`config.mk`:
```
export PLATFORM = sky130hd
export DESIGN_NAME = fir_ch_scheduler
export DESIGN_NICKNAME = d
export VERILOG_FILES = /design/src/rtl/fir_sched_pkg.sv /design/src/rtl/fir_sched_fifo.sv /design/src/rtl/fir_ch_scheduler.sv
export SDC_FILE = /design/constraint.sdc
export NUM_CORES = 1
export LEC_CHECK = 0
export CORE_AREA = 2 2 147 135
export CTS_CLUSTER_SIZE = 24
export DETAILED_ROUTE_END_ITERATION = 8
export DIE_AREA = 0 0 149 137
export GPL_TIMING_DRIVEN = 0
export PLACE_DENSITY = 0.71
export SLEW_MARGIN = 10
export SYNTH_ARGS = -nofsm -noshare
export SYNTH_HDL_FRONTEND = slang
export SYNTH_SLANG_ARGS = --single-unit
export TNS_END_PERCENT = 10
```
`constraint.sdc`:
```
create_clock -name clk -period 3.3 [get_ports clk]
set_input_delay 0.33 -clock clk [delete_from_list [all_inputs] [get_ports clk]]
set_output_delay 0.33 -clock clk [all_outputs]
set_load 0.1 [all_outputs]
```
`src/rtl/fir_sched_pkg.sv`:
```
// fir_sched_pkg: shared types and constants for the stereo FIR channel scheduler
package fir_sched_pkg;
    localparam int DATA_W_DEF = 24;
    localparam int CH_L = 0;
    localparam int CH_R = 1;
    typedef enum logic [1:0] {IDLE, ISSUE, BUSY} state_e;
endpackage

```
`src/rtl/fir_sched_fifo.sv`:
```
// fir_sched_fifo: per-channel sync FIFO; push on full is accepted when a pop frees a slot the same cycle
//   clk, rst : clock, sync active-high reset
//   push/din : write strobe and data
//   pop      : read strobe, dout is the current head
//   full/empty : occupancy flags
module fir_sched_fifo #(
    parameter int DATA_W  = 24,
    parameter int FIFO_AW = 2
) (
    input  logic              clk,
    input  logic              rst,
    input  logic              push,
    input  logic [DATA_W-1:0] din,
    input  logic              pop,
    output logic [DATA_W-1:0] dout,
    output logic              full,
    output logic              empty
);
    localparam int DEPTH = 2 ** FIFO_AW;
    logic [DATA_W-1:0]  mem_q [DEPTH];
    logic [FIFO_AW-1:0] wr_q, rd_q;
    logic [FIFO_AW:0]   cnt_q;
    logic               push_ok, pop_ok;
    assign full    = cnt_q == (FIFO_AW+1)'(DEPTH);
    assign empty   = cnt_q == '0;
    assign push_ok = push && (!full || pop);
    assign pop_ok  = pop && !empty;
    assign dout    = mem_q[rd_q];
    always_ff @(posedge clk) begin
        if (rst) begin
            wr_q  <= '0;
            rd_q  <= '0;
            cnt_q <= '0;
        end else begin
            wr_q  <= push_ok ? wr_q + FIFO_AW'(1) : wr_q;
            rd_q  <= pop_ok ? rd_q + FIFO_AW'(1) : rd_q;
            cnt_q <= cnt_q + (FIFO_AW+1)'(push_ok) - (FIFO_AW+1)'(pop_ok);
        end
    end
    always_ff @(posedge clk) begin
        if (push_ok) mem_q[wr_q] <= din;
    end
endmodule

```
`src/rtl/fir_ch_scheduler.sv`:
```
// fir_ch_scheduler: buffers L/R codec samples and issues them one at a time, round-robin, to a shared FIR
//   clk, rst        : clock, sync active-high reset
//   in_valid/in_data: per-channel sample strobes ([0]=L, [1]=R) and shared sample
//   fir_din_valid/fir_din : one-hot single-cycle issue strobe and sample (sample held between issues)
//   fir_dout_valid  : FIR completion per channel
//   busy            : FIR owned (pop cycle, issue, in flight)
//   ovf, timeout_err: sticky drop and completion-timeout flags
//   FIR_SCHED_STATS_EN adds drop_cnt_l, drop_cnt_r (saturating) and issue_cnt (wrapping)
module fir_ch_scheduler
    import fir_sched_pkg::*;
#(
    parameter int DATA_W   = DATA_W_DEF,
    parameter int FIFO_AW  = 2,
    parameter int BUSY_MAX = 300,
    parameter int TO_W     = 9
) (
    input  logic              clk,
    input  logic              rst,
    input  logic [1:0]        in_valid,
    input  logic [DATA_W-1:0] in_data,
    output logic [1:0]        fir_din_valid,
    output logic [DATA_W-1:0] fir_din,
    input  logic [1:0]        fir_dout_valid,
    output logic              busy,
    output logic [1:0]        ovf,
    output logic              timeout_err
`ifdef FIR_SCHED_STATS_EN
    ,
    output logic [15:0]       drop_cnt_l,
    output logic [15:0]       drop_cnt_r,
    output logic [31:0]       issue_cnt
`endif
);
    state_e            state_q, state_d;
    logic              sel_q, sel_d, last_q, last_d;
    logic [DATA_W-1:0] din_q, din_d;
    logic [TO_W-1:0]   to_q, to_d;
    logic [1:0]        ovf_q, ovf_d;
    logic              terr_q, terr_d;
    logic [DATA_W-1:0] f_dout [2];
    logic [1:0]        f_full, f_empty, pop, drop;
    for (genvar c = 0; c < 2; c++) begin : g_fifo
        fir_sched_fifo #(.DATA_W(DATA_W), .FIFO_AW(FIFO_AW)) u_fifo (
            .clk  (clk),
            .rst  (rst),
            .push (in_valid[c]),
            .din  (in_data),
            .pop  (pop[c]),
            .dout (f_dout[c]),
            .full (f_full[c]),
            .empty(f_empty[c])
        );
    end
    // a pop in the same cycle frees a slot, so only an unpopped full FIFO drops
    assign drop        = in_valid & f_full & ~pop;
    assign ovf_d       = ovf_q | drop;
    assign busy        = (state_q != IDLE) || (|pop);
    assign fir_din     = din_q;
    assign ovf         = ovf_q;
    assign timeout_err = terr_q;
    always_comb begin
        state_d       = state_q;
        sel_d         = sel_q;
        last_d        = last_q;
        din_d         = din_q;
        to_d          = to_q;
        terr_d        = terr_q;
        pop           = 2'b00;
        fir_din_valid = 2'b00;
        case (state_q)
            IDLE: begin
                if (!(&f_empty)) begin
                    // both pending: take the channel not granted last; else whichever has data
                    sel_d      = (!f_empty[CH_L] && !f_empty[CH_R]) ? ~last_q : !f_empty[CH_R];
                    pop[sel_d] = 1'b1;
                    din_d      = f_dout[sel_d];
                    state_d    = ISSUE;
                end
            end
            ISSUE: begin
                fir_din_valid[sel_q] = 1'b1;
                to_d                 = '0;
                state_d              = BUSY;
            end
            BUSY: begin
                to_d = (to_q == TO_W'(BUSY_MAX)) ? to_q : to_q + TO_W'(1);
                if (fir_dout_valid[sel_q]) begin
                    state_d = IDLE;
                    last_d  = sel_q;
                end else if (to_q == TO_W'(BUSY_MAX - 1)) begin
                    // BUSY_MAX cycles after issue: abandon the channel but still advance round-robin
                    terr_d  = 1'b1;
                    state_d = IDLE;
                    last_d  = sel_q;
                end
            end
            default: state_d = IDLE;
        endcase
    end
    always_ff @(posedge clk) begin
        if (rst) begin
            state_q <= IDLE;
            sel_q   <= 1'b0;
            last_q  <= 1'(CH_L);
            din_q   <= '0;
            to_q    <= '0;
            ovf_q   <= '0;
            terr_q  <= 1'b0;
        end else begin
            state_q <= state_d;
            sel_q   <= sel_d;
            last_q  <= last_d;
            din_q   <= din_d;
            to_q    <= to_d;
            ovf_q   <= ovf_d;
            terr_q  <= terr_d;
        end
    end
`ifdef FIR_SCHED_STATS_EN
    logic [15:0] drop_l_q, drop_r_q;
    logic [31:0] issue_q;
    always_ff @(posedge clk) begin
        if (rst) begin
            drop_l_q <= '0;
            drop_r_q <= '0;
            issue_q  <= '0;
        end else begin
            drop_l_q <= (drop[CH_L] && drop_l_q != 16'hFFFF) ? drop_l_q + 16'd1 : drop_l_q;
            drop_r_q <= (drop[CH_R] && drop_r_q != 16'hFFFF) ? drop_r_q + 16'd1 : drop_r_q;
            issue_q  <= (state_q == ISSUE) ? issue_q + 32'd1 : issue_q;
        end
    end
    assign drop_cnt_l = drop_l_q;
    assign drop_cnt_r = drop_r_q;
    assign issue_cnt  = issue_q;
`endif
endmodule
```
==> key figures <==
Run status
  • Status: finished clean

Finish
  • Flip-flop and latch area: 6927 um2
  • Most common cell after layout, fill and taps aside: sky130_fd_sc_hd__edfxtp_1
  • Post-layout nets: 687
  • Most used cells in the layout excluding fill and tap cells: 192 x sky130_fd_sc_hd__edfxtp_1, 58 x sky130_fd_sc_hd__dfxtp_1, 58 x sky130_fd_sc_hd__clkdlybuf4s50_1
  • Antenna cells: 0
  • Area occupied by multi-input gates: 2561 um2
  • Synth-to-layout area growth: 17.38%
  • Fraction of layout cells with a size suffix above 1: 19.70%
  • Filler cell count: 1397

Setup path
  • Cells along the critical path: inv_1, nor2_1, and2_1, clkdlybuf4s50_1
  • Critical path arrival: 2.62 ns
  • Setup CP Type: reg2out
  • Kind of launch point of the worst setup path: register
  • Maximum fanout along the worst path: 6
  • Critical Path Max Stage Delay: 1.12 ns
  • Family with the most delay on the worst path: buffers and inverters
  • Kind of end point of the critical path: output port
  • Cell with the largest stage delay on the worst path: sky130_fd_sc_hd__clkdlybuf4s50_1
  • Cell count of the worst reg-to-reg path: 12
  • Terminus of the critical flop-to-flop path: g_fifo[1].u_fifo.cnt_q[2]
  • Worst setup slack for register-to-register paths: 0.36 ns
  • Worst Path Required: 2.97 ns
  • Launch instance of the worst register-to-register path: g_fifo[0].u_fifo.cnt_q[1]
  • Number of buffers and inverters on the critical path: 2

GRT
  • Number of global-route vias before repair: 5272
  • Residual overflow from global routing: 0
  • Tot GR Track Use: 19.73%
  • Initial antenna violation count: 0
  • Largest net degree at the start of global routing: 25
  • Wire length of the first global-routing pass: 29670 um

Floorplan
  • Die Span X: 149 um
  • I/O pin count: 60
  • Die area: 20410 um2
  • Starting density of the core: 51.39%
  • Placeable core region: 18860 um2
  • # rows: 48
  • Die Ht: 137 um

Hold path
  • Launch point of the worst hold path: rst
  • Worst hold-check path type: in2reg
  • Number of instances on the worst hold path: 3
  • Endpoint of the worst hold-timing path: g_fifo[0].u_fifo.wr_q[1]

Yosys
  • Fraction of synthesized cell area taken by the top area cell type: 59.49%
  • Sequential fraction of the synthesis area: 71.47%
  • Synth Area per Inst: 17.43 um2
  • Total nets after synthesis: 602
  • Register bit total from synthesis: 250
  • Netlist area before placement: 9692 um2
  • Top_reg_cell synth: sky130_fd_sc_hd__edfxtp_1
  • Yosys warning total: 0
  • Number of instances in the synthesized netlist: 556
  • Post-synthesis cell type with the largest combined area: sky130_fd_sc_hd__edfxtp_1
  • Top cells by area, synth: sky130_fd_sc_hd__edfxtp_1 59%, sky130_fd_sc_hd__dfxtp_1 12%, sky130_fd_sc_hd__mux4_2 11%
  • Number of distinct library cells after synthesis: 49
  • Proportion of synthesized flip-flops having asynchronous set or reset: 0%
  • Post-synth EDFFs: 192

Timing
  • Worst slew margin relative to its limit: 34.68%
  • Share of the clock period used by the worst path: 89.28%
  • Total negative slack: 0 ns
  • Setup violations, final: 0
  • Worst Clk Skew: 0.01281 ns
  • Measured slew at the worst slew-check pin: 0.9767 ns
  • Unrepaired setup endpoints after global routing: no
  • Min setup slack post-route: 0.3536 ns
  • Highest attainable clock frequency: 339.4 MHz
  • Final critical delay including setup and external delays: 2.946 ns
  • Number of pins exceeding their max-slew limit in the final report: 0
  • Final hold viol count: 0

Route
  • Avg WL per Cell: 21.45 um
  • Remaining DRCs: 0
  • Iteration-0 DRC count of the detailed router: 417
  • Wirelength, routed: 19520 um
  • DR vias/cell: 5.658
  • Number of vias after detailed routing: 5149
  • Antenna Nets Post-Route: 0
  • Iteration count of the initial detailed-routing pass: 5

Clock network
  • Clock Root Buffer: sky130_fd_sc_hd__clkbuf_16
  • CTS H-tree lvls: 1
  • Skew-Pair Late Insertion Delay: 0.53 ns
  • Number of setup buffers added after CTS: 0
  • Register clock-pin slew on the reported worst setup and hold paths: 0.06 ns
  • Number of buffers on the longest clock path: 3
  • Count of clock tree sinks: 250
  • Count of hold buffers inserted by post-cts repair: 0
  • Num CTS Buffers: 25
  • CTS-repair resized insts: 0
  • Clock tree from TritonCTS: built

Job
  • Maximum Capacitance Violations: 0

Placed design
  • HPWL after detailed placement: 11340 um
  • Final Wtd Congestion: 0.7900
  • IO buf count: 58
  • Post-placement worst setup slack: 0.3816 ns

Power and ir drop
  • Worst IR drop on VDD: 0.7514 mV
  • Power density over cell area: 930.3 nW/um2
  • Post-layout total power: 10.58 mW
  • Leakage dissipation: 3.676 nW
-- logic make-up (layout without fill, tap and decap cells) --
logic type      count (synthesis)  count (layout)  share of synthesized area (%)
compound gates                 75              75                          6.106
xor+xnor                        7               7                         0.6326
fa+ha+maj                      16              16                          2.221
buf+inv                        47             151                          2.208
flops                         250             250                          71.47
mux                            56              56                          12.03
simple gates                  105             105                          5.332
-- per-layer routing --
layer | part of all wire [%] | vias up | global-route usage [%]
li1 | - | 2319 | -
met1 | 43 | 2633 | 27.26
met2 | 49 | 165 | 33.08
met3 | 5.1 | 32 | 3.133
met4 | 1.9 | 0 | 5.291
met5 | 0 | - | 0
-- final cells by class --
type / instances / share of cell area, %
flip-flops and latches: 250 / 60.89
multi-input cells: 259 / 22.51
clock buffers: 34 / 5.796
repair buffers: 58 / 5.103
well taps: 250 / 2.750
plain buffers: 29 / 1.287
clock inverters: 12 / 1.067
inverters: 18 / 0.5939
-- worst max path at each step --
stage                              startpoint                      endpoint  slack [ns]  depth (start not counted)
floorplan           g_fifo[0].u_fifo.cnt_q[1]     g_fifo[1].u_fifo.cnt_q[2]        0.62                         12
finish                             state_q[0]              fir_din_valid[1]        0.35                          4
global placement    g_fifo[1].u_fifo.cnt_q[1]  g_fifo[0].u_fifo.mem_q[2][7]        0.21                          4
global route        g_fifo[0].u_fifo.cnt_q[1]     g_fifo[1].u_fifo.cnt_q[2]        0.17                         12
CTS                                state_q[0]              fir_din_valid[1]        0.34                          4
detailed placement  g_fifo[0].u_fifo.cnt_q[1]     g_fifo[1].u_fifo.cnt_q[2]        0.38                         12
-- power by group --
part           total, mW  internal [mW]  leakage (nW)  switching (mW)
combinational       3.78           1.21          1.05            2.56
sequential          4.10           3.87          2.24           0.223
clock               2.71           1.57         0.385            1.15
total               10.6           6.65          3.68            3.93
-- through the flow --
stage                     utilization (%)  hold WS [ns]  cells  area, um2
final                               60.32        0.3626    910      11380
after detailed placement            56.18        0.4469    864      10600
after global placement              56.13        0.4377    864      10590
after CTS                           60.32        0.3566    910      11380
after floorplan                         -        0.4289    556       9692
after global routing                60.32        0.3843    910      11380
-- sequential cells by signal (all words and copies together), names as in the netlist, 2 cells and up, named ones only --
signal / count
fir_din: 24
g_fifo.u_fifo.cnt_q: 6
g_fifo.u_fifo.mem_q: 192
g_fifo.u_fifo.rd_q: 4
g_fifo.u_fifo.wr_q: 4
ovf: 2
state_q: 2
to_q: 9
-- cell usage after synthesis (13+ instances only) --
library cell               instances
sky130_fd_sc_hd__ha_1             14
sky130_fd_sc_hd__inv_1            18
sky130_fd_sc_hd__clkbuf_1         16
sky130_fd_sc_hd__nand2_1          32
sky130_fd_sc_hd__dfxtp_1          58
sky130_fd_sc_hd__a22oi_1          13
sky130_fd_sc_hd__edfxtp_1        192
sky130_fd_sc_hd__nor2_1           25
sky130_fd_sc_hd__a21oi_1          26
sky130_fd_sc_hd__mux4_2           48
-- tightest hold or removal path, delay by kind of cell --
family        cells  cell delay [ns]
buf+inv           1             0.19
mux               1             0.12
simple gates      1             0.20
No activity file was read; power rests on OpenSTA's default activity.
